<file path="src/rtl/instruction_fetch_unit_pkg.sv">
// Shared definitions for the instruction fetch unit.
// Holds the FSM state encoding, the NOP word, the word-alignment mask
// and the default instruction memory depth.
package instruction_fetch_unit_pkg;

    typedef enum logic [1:0] {
        ST_BOOT   = 2'd0,
        ST_RUN    = 2'd1,
        ST_HALTED = 2'd2
    } ifu_state_e;

    localparam logic [31:0] IFU_NOP       = 32'h0000_0000;
    localparam logic [31:0] IFU_WORD_MASK = 32'hFFFF_FFFC;
    localparam int unsigned IFU_MEM_WORDS = 128;

endpackage

</file>
<file path="src/rtl/instruction_fetch_unit_program_counter.sv">
// Program counter register for the instruction fetch unit.
// Ports:
//   Clk, Reset      - clock, asynchronous active-low reset
//   load_i          - step PC by 4 (fetch advance)
//   redirect_i      - load the word-aligned target (wins over load_i)
//   target_i        - redirect byte address
//   pc_o            - current PC
//   pc_plus4_o      - PC + 4, modulo 2^32
module program_counter
    import instruction_fetch_unit_pkg::*;
#(
    parameter logic [31:0] RESET_PC = 32'h0000_0000
) (
    input  logic        Clk,
    input  logic        Reset,
    input  logic        load_i,
    input  logic        redirect_i,
    input  logic [31:0] target_i,
    output logic [31:0] pc_o,
    output logic [31:0] pc_plus4_o
);

    logic [31:0] pc_q, pc_d;

    assign pc_plus4_o = pc_q + 32'd4;
    assign pc_o       = pc_q;

    always_comb begin
        pc_d = pc_q;
        if (redirect_i)  pc_d = target_i & IFU_WORD_MASK;
        else if (load_i) pc_d = pc_plus4_o;
    end

    always_ff @(posedge Clk or negedge Reset) begin
        if (!Reset) pc_q <= RESET_PC;
        else        pc_q <= pc_d;
    end

endmodule

</file>
<file path="src/rtl/instruction_fetch_unit.sv">
// Instruction fetch unit: drives the word address to a combinational
// instruction memory and captures the returned word plus PC+4 into an
// IF/ID register offered to decode through a valid/ready handshake.
// Ports:
//   Clk, Reset       - clock, asynchronous active-low reset
//   Address          - byte address to instruction memory (= PC)
//   Instruction      - memory read data for Address, same cycle
//   BranchTaken      - redirect request; BranchTarget is its byte address
//   Halt             - stop fetching
//   OutValid/OutReady- IF/ID handshake
//   InstrOut         - fetched instruction
//   PCPlus4Out       - fetched instruction address + 4
//   AddrFault        - sticky out-of-range fetch flag (IFU_BOUNDS_CHECK_EN only)
// Optional feature macro: IFU_BOUNDS_CHECK_EN
module instruction_fetch_unit
    import instruction_fetch_unit_pkg::*;
#(
    parameter logic [31:0] RESET_PC  = 32'h0000_0000,
    parameter int unsigned MEM_WORDS = IFU_MEM_WORDS
) (
    input  logic        Clk,
    input  logic        Reset,
    output logic [31:0] Address,
    input  logic [31:0] Instruction,
    input  logic        BranchTaken,
    input  logic [31:0] BranchTarget,
    input  logic        Halt,
    output logic        OutValid,
    input  logic        OutReady,
    output logic [31:0] InstrOut,
`ifdef IFU_BOUNDS_CHECK_EN
    output logic [31:0] PCPlus4Out,
    output logic        AddrFault
`else
    output logic [31:0] PCPlus4Out
`endif
);

    ifu_state_e  state_q;
    logic        valid_q;
    logic [31:0] instr_q, pcp4_q;
    logic [31:0] pc, pc_plus4;
    logic        advance, redirect;
    logic [31:0] fetch_word;

    // Redirects are ignored during the single boot cycle.
    assign redirect = BranchTaken && (state_q != ST_BOOT);
    assign advance  = (state_q == ST_RUN) && !Halt && (!valid_q || OutReady);

    program_counter #(.RESET_PC(RESET_PC)) u_pc (
        .Clk        (Clk),
        .Reset      (Reset),
        .load_i     (advance),
        .redirect_i (redirect),
        .target_i   (BranchTarget),
        .pc_o       (pc),
        .pc_plus4_o (pc_plus4)
    );

`ifdef IFU_BOUNDS_CHECK_EN
    localparam logic [31:0] MEM_BYTES = 32'(MEM_WORDS) << 2;
    logic fault_q;
    logic oor;
    assign oor        = (pc >= MEM_BYTES);
    assign fetch_word = oor ? IFU_NOP : Instruction;
    assign AddrFault  = fault_q;

    always_ff @(posedge Clk or negedge Reset) begin
        if (!Reset)             fault_q <= 1'b0;
        else if (advance && oor && !redirect) fault_q <= 1'b1;
    end
`else
    // Out-of-range PCs simply alias onto memory via Address[8:2].
    assign fetch_word = Instruction;
`endif

    always_ff @(posedge Clk or negedge Reset) begin
        if (!Reset) begin
            state_q <= ST_BOOT;
            valid_q <= 1'b0;
            instr_q <= IFU_NOP;
            pcp4_q  <= 32'h0;
        end else if (redirect) begin
            // Redirect discards the held entry even if decode takes it now.
            state_q <= ST_RUN;
            valid_q <= 1'b0;
        end else begin
            case (state_q)
                ST_BOOT:   state_q <= ST_RUN;
                ST_RUN:    if (Halt) state_q <= ST_HALTED;
                default:   state_q <= state_q;
            endcase
            if (advance) begin
                valid_q <= 1'b1;
                instr_q <= fetch_word;
                pcp4_q  <= pc_plus4;
            end else if (valid_q && OutReady) begin
                valid_q <= 1'b0;
            end
        end
    end

    assign Address    = pc;
    assign OutValid   = valid_q;
    assign InstrOut   = instr_q;
    assign PCPlus4Out = pcp4_q;

endmodule

</file>
<file path="config.mk">
export PLATFORM = sky130hd
export DESIGN_NAME = instruction_fetch_unit
export DESIGN_NICKNAME = d
export VERILOG_FILES = /design/src/rtl/instruction_fetch_unit_pkg.sv /design/src/rtl/instruction_fetch_unit_program_counter.sv /design/src/rtl/instruction_fetch_unit.sv
export SDC_FILE = /design/constraint.sdc
export NUM_CORES = 1
export LEC_CHECK = 0
export BUFFER_PORTS_ARGS = -buffer_cell sky130_fd_sc_hd__buf_2
export CORE_ASPECT_RATIO = 1.4
export CORE_UTILIZATION = 54
export CTS_CLUSTER_SIZE = 14
export DETAILED_ROUTE_END_ITERATION = 8
export PLACE_DENSITY = 0.92
export SYNTH_ARGS = -nofsm -noshare
export SYNTH_HDL_FRONTEND = slang
export SYNTH_HIERARCHICAL = 1
export SYNTH_SLANG_ARGS = --single-unit
export TNS_END_PERCENT = 100
</file>
<file path="constraint.sdc">
create_clock -name Clk -period 5 [get_ports Clk]
set_clock_uncertainty 0.15 [all_clocks]
set_input_delay 1 -clock Clk [delete_from_list [all_inputs] [get_ports Clk]]
set_output_delay 1 -clock Clk [all_outputs]
set_load 0.005 [all_outputs]
</file>
==> impl_metrics.py, run 1 <==
metrics = {
    "setup_path": {
        "rr_worst_depth": 7,
        "critPathArrivalTime_ps": 3500,
        "required_ps": 5030,
        "cp_max_fo": 15,
        "cpMaxStageDelayCell": "nor4_1",
        "worstReg2RegStart": "state_q[1]",
        "critical_path_buf_inv_count": 2,
        "r2r_slack_ps": 1890,
        "endpoint_kind": "flip-flop",
        "worst_path_dominant_cell_family": "simple AND/OR/NAND/NOR gates",
        "timing.rr.end": "u_pc/pc_o[31]",
        "worstPathCellList": "buf_2, or3b_1, nor2_1, buf_4, nand4_1, nor4_1, a31o_2, a31oi_1",
        "max_stage_delay_ps": 890,
        "path_class": "input pin to flip-flop",
        "start_kind": "input pin",
    },
    "layout": {
        "nFillCells": 643,
        "layout-area-overhead-vs-synth_pct": 22.8,
        "nets": 648,
        "drive_above_1_share_pct": 41.8,
        "num_antenna_cells": 0,
        "multi_input_area_um2": 2200,
        "regArea_um2": 2430,
        "post-route-util_pct": 68.6,
        "final_area_um2": 5940,
    },
    "global_route": {
        "grt_pass1_wl_um": 18300,
        "track_usage_pct": 26.2,
        "grt.overflow.total": 0,
        "grt_max_degree": 64,
        "grt_pass1_vias": 3830,
        "antenna_found_initial": 0,
    },
    "die": {
        "die_x_um": 82.0,
        "die_area_um2": 9350,
        "placementRows": 40,
        "die_y_um": 114,
        "io_pins": 166,
        "start_util_pct": 55.9,
        "core_um2": 8660,
    },
    "pwr": {
        "power_frac_clock_pct": 30.0,
        "pwr-share-seq_pct": 46.3,
        "ir_drop_mv": 0.258,
        "p_leak_nw": 2.64,
        "power_density_nw_per_um2": 409,
        "sw_frac_of_total_pct": 28.1,
        "p_switching_uw": 682,
        "p_int_mw": 1.75,
        "combPwrFrac_pct": 23.6,
    },
    "clock_tree": {
        "htreeDepth": 3,
        "cts_buffer_depth": 2,
        "root_buffer": "clkbuf_16",
        "clock_latency_ps": 340,
        "postCtsHoldBufs": 0,
        "postCtsSetupRepairBufs": 0,
        "cts_resized": 0,
        "cts_tree": "built",
        "cts.clk_slew.worst_paths_ps": 60,
        "cts_made_buffers": 9,
        "cts.sinks": 97,
    },
    "timing": {
        "finalCritPeriodShare_pct": 69.5,
        "drv_slew": 0,
        "hold_ws_ps": 342,
        "setup_viol": 0,
        "rsz0062_at_grt": "false",
        "period_needed_ps": 3480,
        "hold_viol_final": 0,
        "fmax_mhz": 288,
        "tightest_slew_ps": 1010,
        "slew_headroom_pct": 31.7,
        "finalSetupTns_ps": 0,
        "worst_slack_ps": 1520,
    },
    "routing": {
        "drt_iter0_markers": 264,
        "vias": 3994,
        "vias_per_cell": 5.81,
        "drc": 0,
        "wl_um": 11600,
        "dr.pass1.iters": 5,
        "routedWlPerCell_um": 16.9,
        "drtAntennaViolNets": 0,
    },
    "yosys": {
        "synth-main-ff-cell": "dfrtp_1",
        "synth_compound_area_share_pct": 6.08,
        "synth.distinct_cells": 43,
        "synth_top_area_share_pct": 50.2,
        "avgSynthCellArea_um2": 11.2,
        "synthMuxAreaShare_pct": 15.3,
        "seq_area_frac_synth_pct": 50.2,
        "synthCells": 433,
        "yosys_register_bits": 97,
        "synthSimpleGateAreaFrac_pct": 16.3,
        "yosysWarnings": 6,
        "async_flop_share_pct": 100,
        "synth_top_family_by_area": "simple AND/OR/NAND/NOR gates",
        "synthTopCellsByArea": "dfrtp_1, mux2_2, xnor2_1, nand2_1, xor2_1",
        "yosys.area_share.xor_xnor_pct": 7.24,
        "yosysTopAreaCell": "dfrtp_1",
        "synth-adder-area-share_pct": 0.259,
        "synth-edff-count": 0,
        "syn-cell-area_um2": 4840,
    },
    "worst_hold_path": {
        "hold_depth": 1,
        "worstHoldStart": "PCPlus4Out[20]",
        "holdPathEnd": "PCPlus4Out[20]",
        "hp-class": "flip-flop to flip-flop",
    },
    "placement": {
        "port_buffers": 161,
        "placed_area_um2": 5630,
        "dp_hpwl_um": 8360,
        "preCtsSetupSlack_ps": 1300,
        "place.gp.congestion": 0.816,
    },
    "flow_run": {
        "cap_violations": 0,
    },
    "outcome": {
        "status": "complete, no violations",
    },
}
-- synth_stat cells, drive strengths merged (2+ instances only) --
library cell,n
o31ai,9
and3,3
xnor2,26
dfrtp,97
nand4,15
nand2,33
nor2b,3
a21oi,2
mux2,64
or4,14
xor2,14
nor3,8
buf,18
clkbuf,16
inv,4
nor2,25
nor4,2
and4,9
mux2i,2
nand3,22
o21ai,17
nand2b,2
a31oi,13
or3,3
-- metrics by stage --
step / std cells / power, mW
after global placement: 672 / 1.68
final: 687 / 2.43
after global routing: 687 / 2.57
after detailed placement: 672 / 1.72
after CTS: 687 / 2.45
after floorplan: 436 / 1.42
-- worst register-to-register path, stage by stage, from the launching register on --
cell,delay [ps]
dfrtp_1,410
or3b_1,430
nor2_1,120
buf_4,240
nand4_1,370
nor4_1,890
a31o_2,260
a31oi_1,80
-- state kept, by name (all words and copies together) (netlist names) --
name,count
InstrOut,32
u_pc/pc_o,30
PCPlus4Out,32
OutValid,1
state_q,2
-- worst max-delay path by stage --
stage | start | endpoint | slack (ps) | cells after the start
5_1_grt | Halt | u_pc/pc_o[31] | 1410 | 8
3_3_place_gp | Halt | u_pc/pc_o[31] | 1370 | 8
2_1_floorplan | Halt | u_pc/pc_o[17] | 1870 | 6
4_1_cts | Halt | u_pc/pc_o[31] | 1660 | 8
6_report | Halt | u_pc/pc_o[31] | 1520 | 8
3_5_place_dp | Halt | u_pc/pc_o[31] | 1300 | 8
-- area by class of cell --
class / instances / area share (%)
sequential: 97 / 40.9
multi-input combinational: 301 / 37.1
timing repair buffer: 165 / 14.3
clock buffer: 12 / 4.15
tap: 105 / 2.21
clock inverter: 3 / 1.10
inverter: 4 / 0.253
-- placed cells by master (no fill, tap or decap), types with 9 or more instances in the layout --
| cell type | synthesis | final |
|---|---|---|
| a31oi_1 | 13 | 13 |
| and4_1 | 9 | 9 |
| buf_2 | 3 | 160 |
| clkbuf_16 | 0 | 9 |
| dfrtp_1 | 97 | 97 |
| mux2_2 | 59 | 59 |
| nand2_1 | 33 | 33 |
| nand3_1 | 21 | 21 |
| nand4_1 | 15 | 15 |
| nor2_1 | 25 | 25 |
| o21ai_0 | 17 | 17 |
| o31ai_1 | 9 | 9 |
| or4_1 | 14 | 14 |
| xnor2_1 | 26 | 26 |
| xor2_1 | 14 | 14 |
-- cell families (layout without fill, tap and decap cells) --
kind of cell | Yosys count | after routing
flops | 97 | 97
compound gates | 47 | 47
simple gates | 143 | 143
fa+ha+maj | 1 | 1
other cells | 1 | 4
mux | 66 | 66
xor+xnor | 40 | 40
buf+inv | 38 | 184
-- power by group through the flow --
stage / combinational [mW] / clock (mW) / sequential [mW]
4_1_cts: 0.582 / 0.745 / 1.13
6_report: 0.575 / 0.730 / 1.13
5_1_grt: 0.638 / 0.774 / 1.16
3_3_place_gp: 0.555 / 0 / 1.12
3_5_place_dp: 0.580 / 0 / 1.14
2_1_floorplan: 0.299 / 0 / 1.12
-- metal layers --
metal / wire length, µm / vias to the layer above / track usage [%]
met4: 347 / 0 / 12.2
met3: 742 / 33 / 4.56
met5: 0 / - / 0
met1: 4420 / 1947 / 32.0
li1: - / 1829 / -
met2: 6100 / 185 / 44.2
Power figures use the tool's default switching activity.
==> run 2, diff against run 1 <==
--- a/config.mk
+++ b/config.mk
@@ -7,10 +7,10 @@
 export LEC_CHECK = 0
 export BUFFER_PORTS_ARGS = -buffer_cell sky130_fd_sc_hd__buf_2
 export CORE_ASPECT_RATIO = 1.4
-export CORE_UTILIZATION = 54
+export CORE_UTILIZATION = 51
 export CTS_CLUSTER_SIZE = 14
 export DETAILED_ROUTE_END_ITERATION = 8
-export PLACE_DENSITY = 0.92
+export PLACE_DENSITY = 0.88
 export SYNTH_ARGS = -nofsm -noshare
 export SYNTH_HDL_FRONTEND = slang
 export SYNTH_HIERARCHICAL = 1
==> constraint.sdc (replaced) <==
create_clock -name Clk -period 3.3 [get_ports Clk]
set_clock_uncertainty 0.15 [all_clocks]
set_input_delay 0.66 -clock Clk [delete_from_list [all_inputs] [get_ports Clk]]
set_output_delay 0.66 -clock Clk [all_outputs]
set_load 0.005 [all_outputs]
==> run 2 against run 1 <==
Against the previous run:
- the flow now finishes with violations (DRC)
- sequential power up 51%
- first-iteration DRC count down 27%
- utilization shrank 2.8 points
- critical path type is now flip-flop to flip-flop
- largest power group unchanged
- highest routed layer unchanged
==> impl_metrics.py, run 2 (synthesis gave the netlist of run 1 again) <==
metrics = {
    "routing": {
        "vias": 4009,
        "vias_per_cell": 5.74,
        "drtAntennaViolNets": 0,
        "drc": 10,
        "wl_um": 11800,
        "routedWlPerCell_um": 16.9,
        "dr.pass1.iters": 9,
        "drt_iter0_markers": 193,
    },
    "setup_path": {
        "required_ps": 3400,
        "critical_path_buf_inv_count": 0,
        "r2r_slack_ps": 640,
        "rr_worst_depth": 5,
        "worstPathCellList": "ha_1, and4_1, nand4_1, or4_1, a31oi_1",
        "max_stage_delay_ps": 600,
        "critPathArrivalTime_ps": 2750,
        "start_kind": "flip-flop",
        "worstReg2RegStart": "u_pc/pc_o[2]",
        "worst_path_dominant_cell_family": "simple AND/OR/NAND/NOR gates",
        "cp_max_fo": 8,
        "endpoint_kind": "flip-flop",
        "timing.rr.end": "u_pc/pc_o[26]",
        "path_class": "flip-flop to flip-flop",
        "cpMaxStageDelayCell": "or4_1",
    },
    "clock_tree": {
        "cts_resized": 0,
        "clock_latency_ps": 340,
        "htreeDepth": 3,
        "cts.sinks": 97,
        "cts_made_buffers": 9,
        "postCtsSetupRepairBufs": 0,
        "cts_tree": "built",
        "cts_buffer_depth": 2,
        "postCtsHoldBufs": 0,
        "root_buffer": "clkbuf_16",
        "cts.clk_slew.worst_paths_ps": 70,
    },
    "layout": {
        "post-route-util_pct": 65.7,
        "final_cell_mix": "buf_2, dfrtp_1, mux2_2",
        "nFillCells": 718,
        "nets": 657,
        "num_antenna_cells": 0,
        "regArea_um2": 2430,
        "drive_above_1_share_pct": 42.9,
        "layout-area-overhead-vs-synth_pct": 24.1,
        "multi_input_area_um2": 2200,
        "final_common_cell": "buf_2",
    },
    "die": {
        "die_x_um": 84.3,
        "io_pins": 166,
        "start_util_pct": 53.0,
        "die_area_um2": 9880,
        "placementRows": 41,
        "die_y_um": 117,
        "core_um2": 9130,
    },
    "timing": {
        "setup_viol": 0,
        "period_needed_ps": 2660,
        "rsz0062_at_grt": "false",
        "fmax_mhz": 377,
        "hold_viol_final": 0,
        "slew_headroom_pct": 33.9,
        "finalCritPeriodShare_pct": 80.5,
        "drv_slew": 0,
        "finalSetupTns_ps": 0,
        "worst_slack_ps": 644,
        "tightest_slew_ps": 992,
    },
    "placement": {
        "preCtsSetupSlack_ps": 315,
        "port_buffers": 161,
        "place.gp.congestion": 0.835,
        "dp_hpwl_um": 8370,
    },
    "global_route": {
        "grt.overflow.total": 0,
        "track_usage_pct": 23.9,
        "antenna_found_initial": 0,
        "grt_max_degree": 79,
        "grt_pass1_vias": 3668,
        "grt_pass1_wl_um": 18300,
    },
    "worst_hold_path": {
        "hp-class": "input pin to asynchronous set/reset pin",
    },
    "outcome": {
        "status": "finished with violations",
        "failed_checks": "DRC",
    },
    "pwr": {
        "p_leak_nw": 2.67,
        "p_total_mw": 3.64,
        "ir_drop_mv": 0.396,
        "power_density_nw_per_um2": 607,
    },
    "flow_run": {
        "cap_violations": 0,
    },
}
-- run 2: changes by cell type in the layout (fill, tap and decap cells not counted), sizes merged --
cell,before,now
clkinv,1,2
clkbuf,12,11
inv,4,5
buf,165,174
bufinv,2,1
clkinvlp,0,1
-- run 2: through the flow --
stage | hold slack (ps) | cell area, µm² | std cells
5_1_grt | 348 | 6000 | 699
3_5_place_dp | 324 | 5700 | 683
2_1_floorplan | 214 | 4850 | 436
4_1_cts | 339 | 6000 | 699
3_3_place_gp | 312 | 5700 | 683
6_report | 314 | 6000 | 699
-- run 2: worst max-delay path by stage --
| stage | startpoint | to | slack (ps) | depth (start not counted) |
|---|---|---|---|---|
| after CTS | Halt | u_pc/pc_o[19] | 670 | 8 |
| final | u_pc/pc_o[2] | u_pc/pc_o[26] | 640 | 5 |
| after global placement | Halt | u_pc/pc_o[17] | 350 | 8 |
| after global routing | state_q[1] | u_pc/pc_o[29] | 440 | 7 |
| after detailed placement | Halt | u_pc/pc_o[19] | 320 | 8 |
| after floorplan | Halt | u_pc/pc_o[17] | 510 | 6 |
-- run 2: layout make-up --
cell class                 count  area share [%]
clock inverter                 5            1.06
inverter                       4           0.250
tap                          107            2.23
timing repair buffer         174            15.3
multi-input combinational    301            36.7
sequential                    97            40.4
clock buffer                  11            4.04
-- run 2: metal layers --
metal | GRT usage (%) | vias up | routed length (µm)
li1 | - | 1858 | -
met1 | 29.7 | 1977 | 4710
met2 | 42.7 | 160 | 6380
met3 | 3.44 | 14 | 605
met4 | 9.31 | 0 | 155
met5 | 0 | - | 0
-- run 2: where the power goes --
| group | total, mW | internal, mW | switching (mW) |
|---|---|---|---|
| Clock | 1.06 | 0.614 | 0.445 |
| Sequential | 1.71 | 1.48 | 0.228 |
| Combinational | 0.877 | 0.498 | 0.379 |
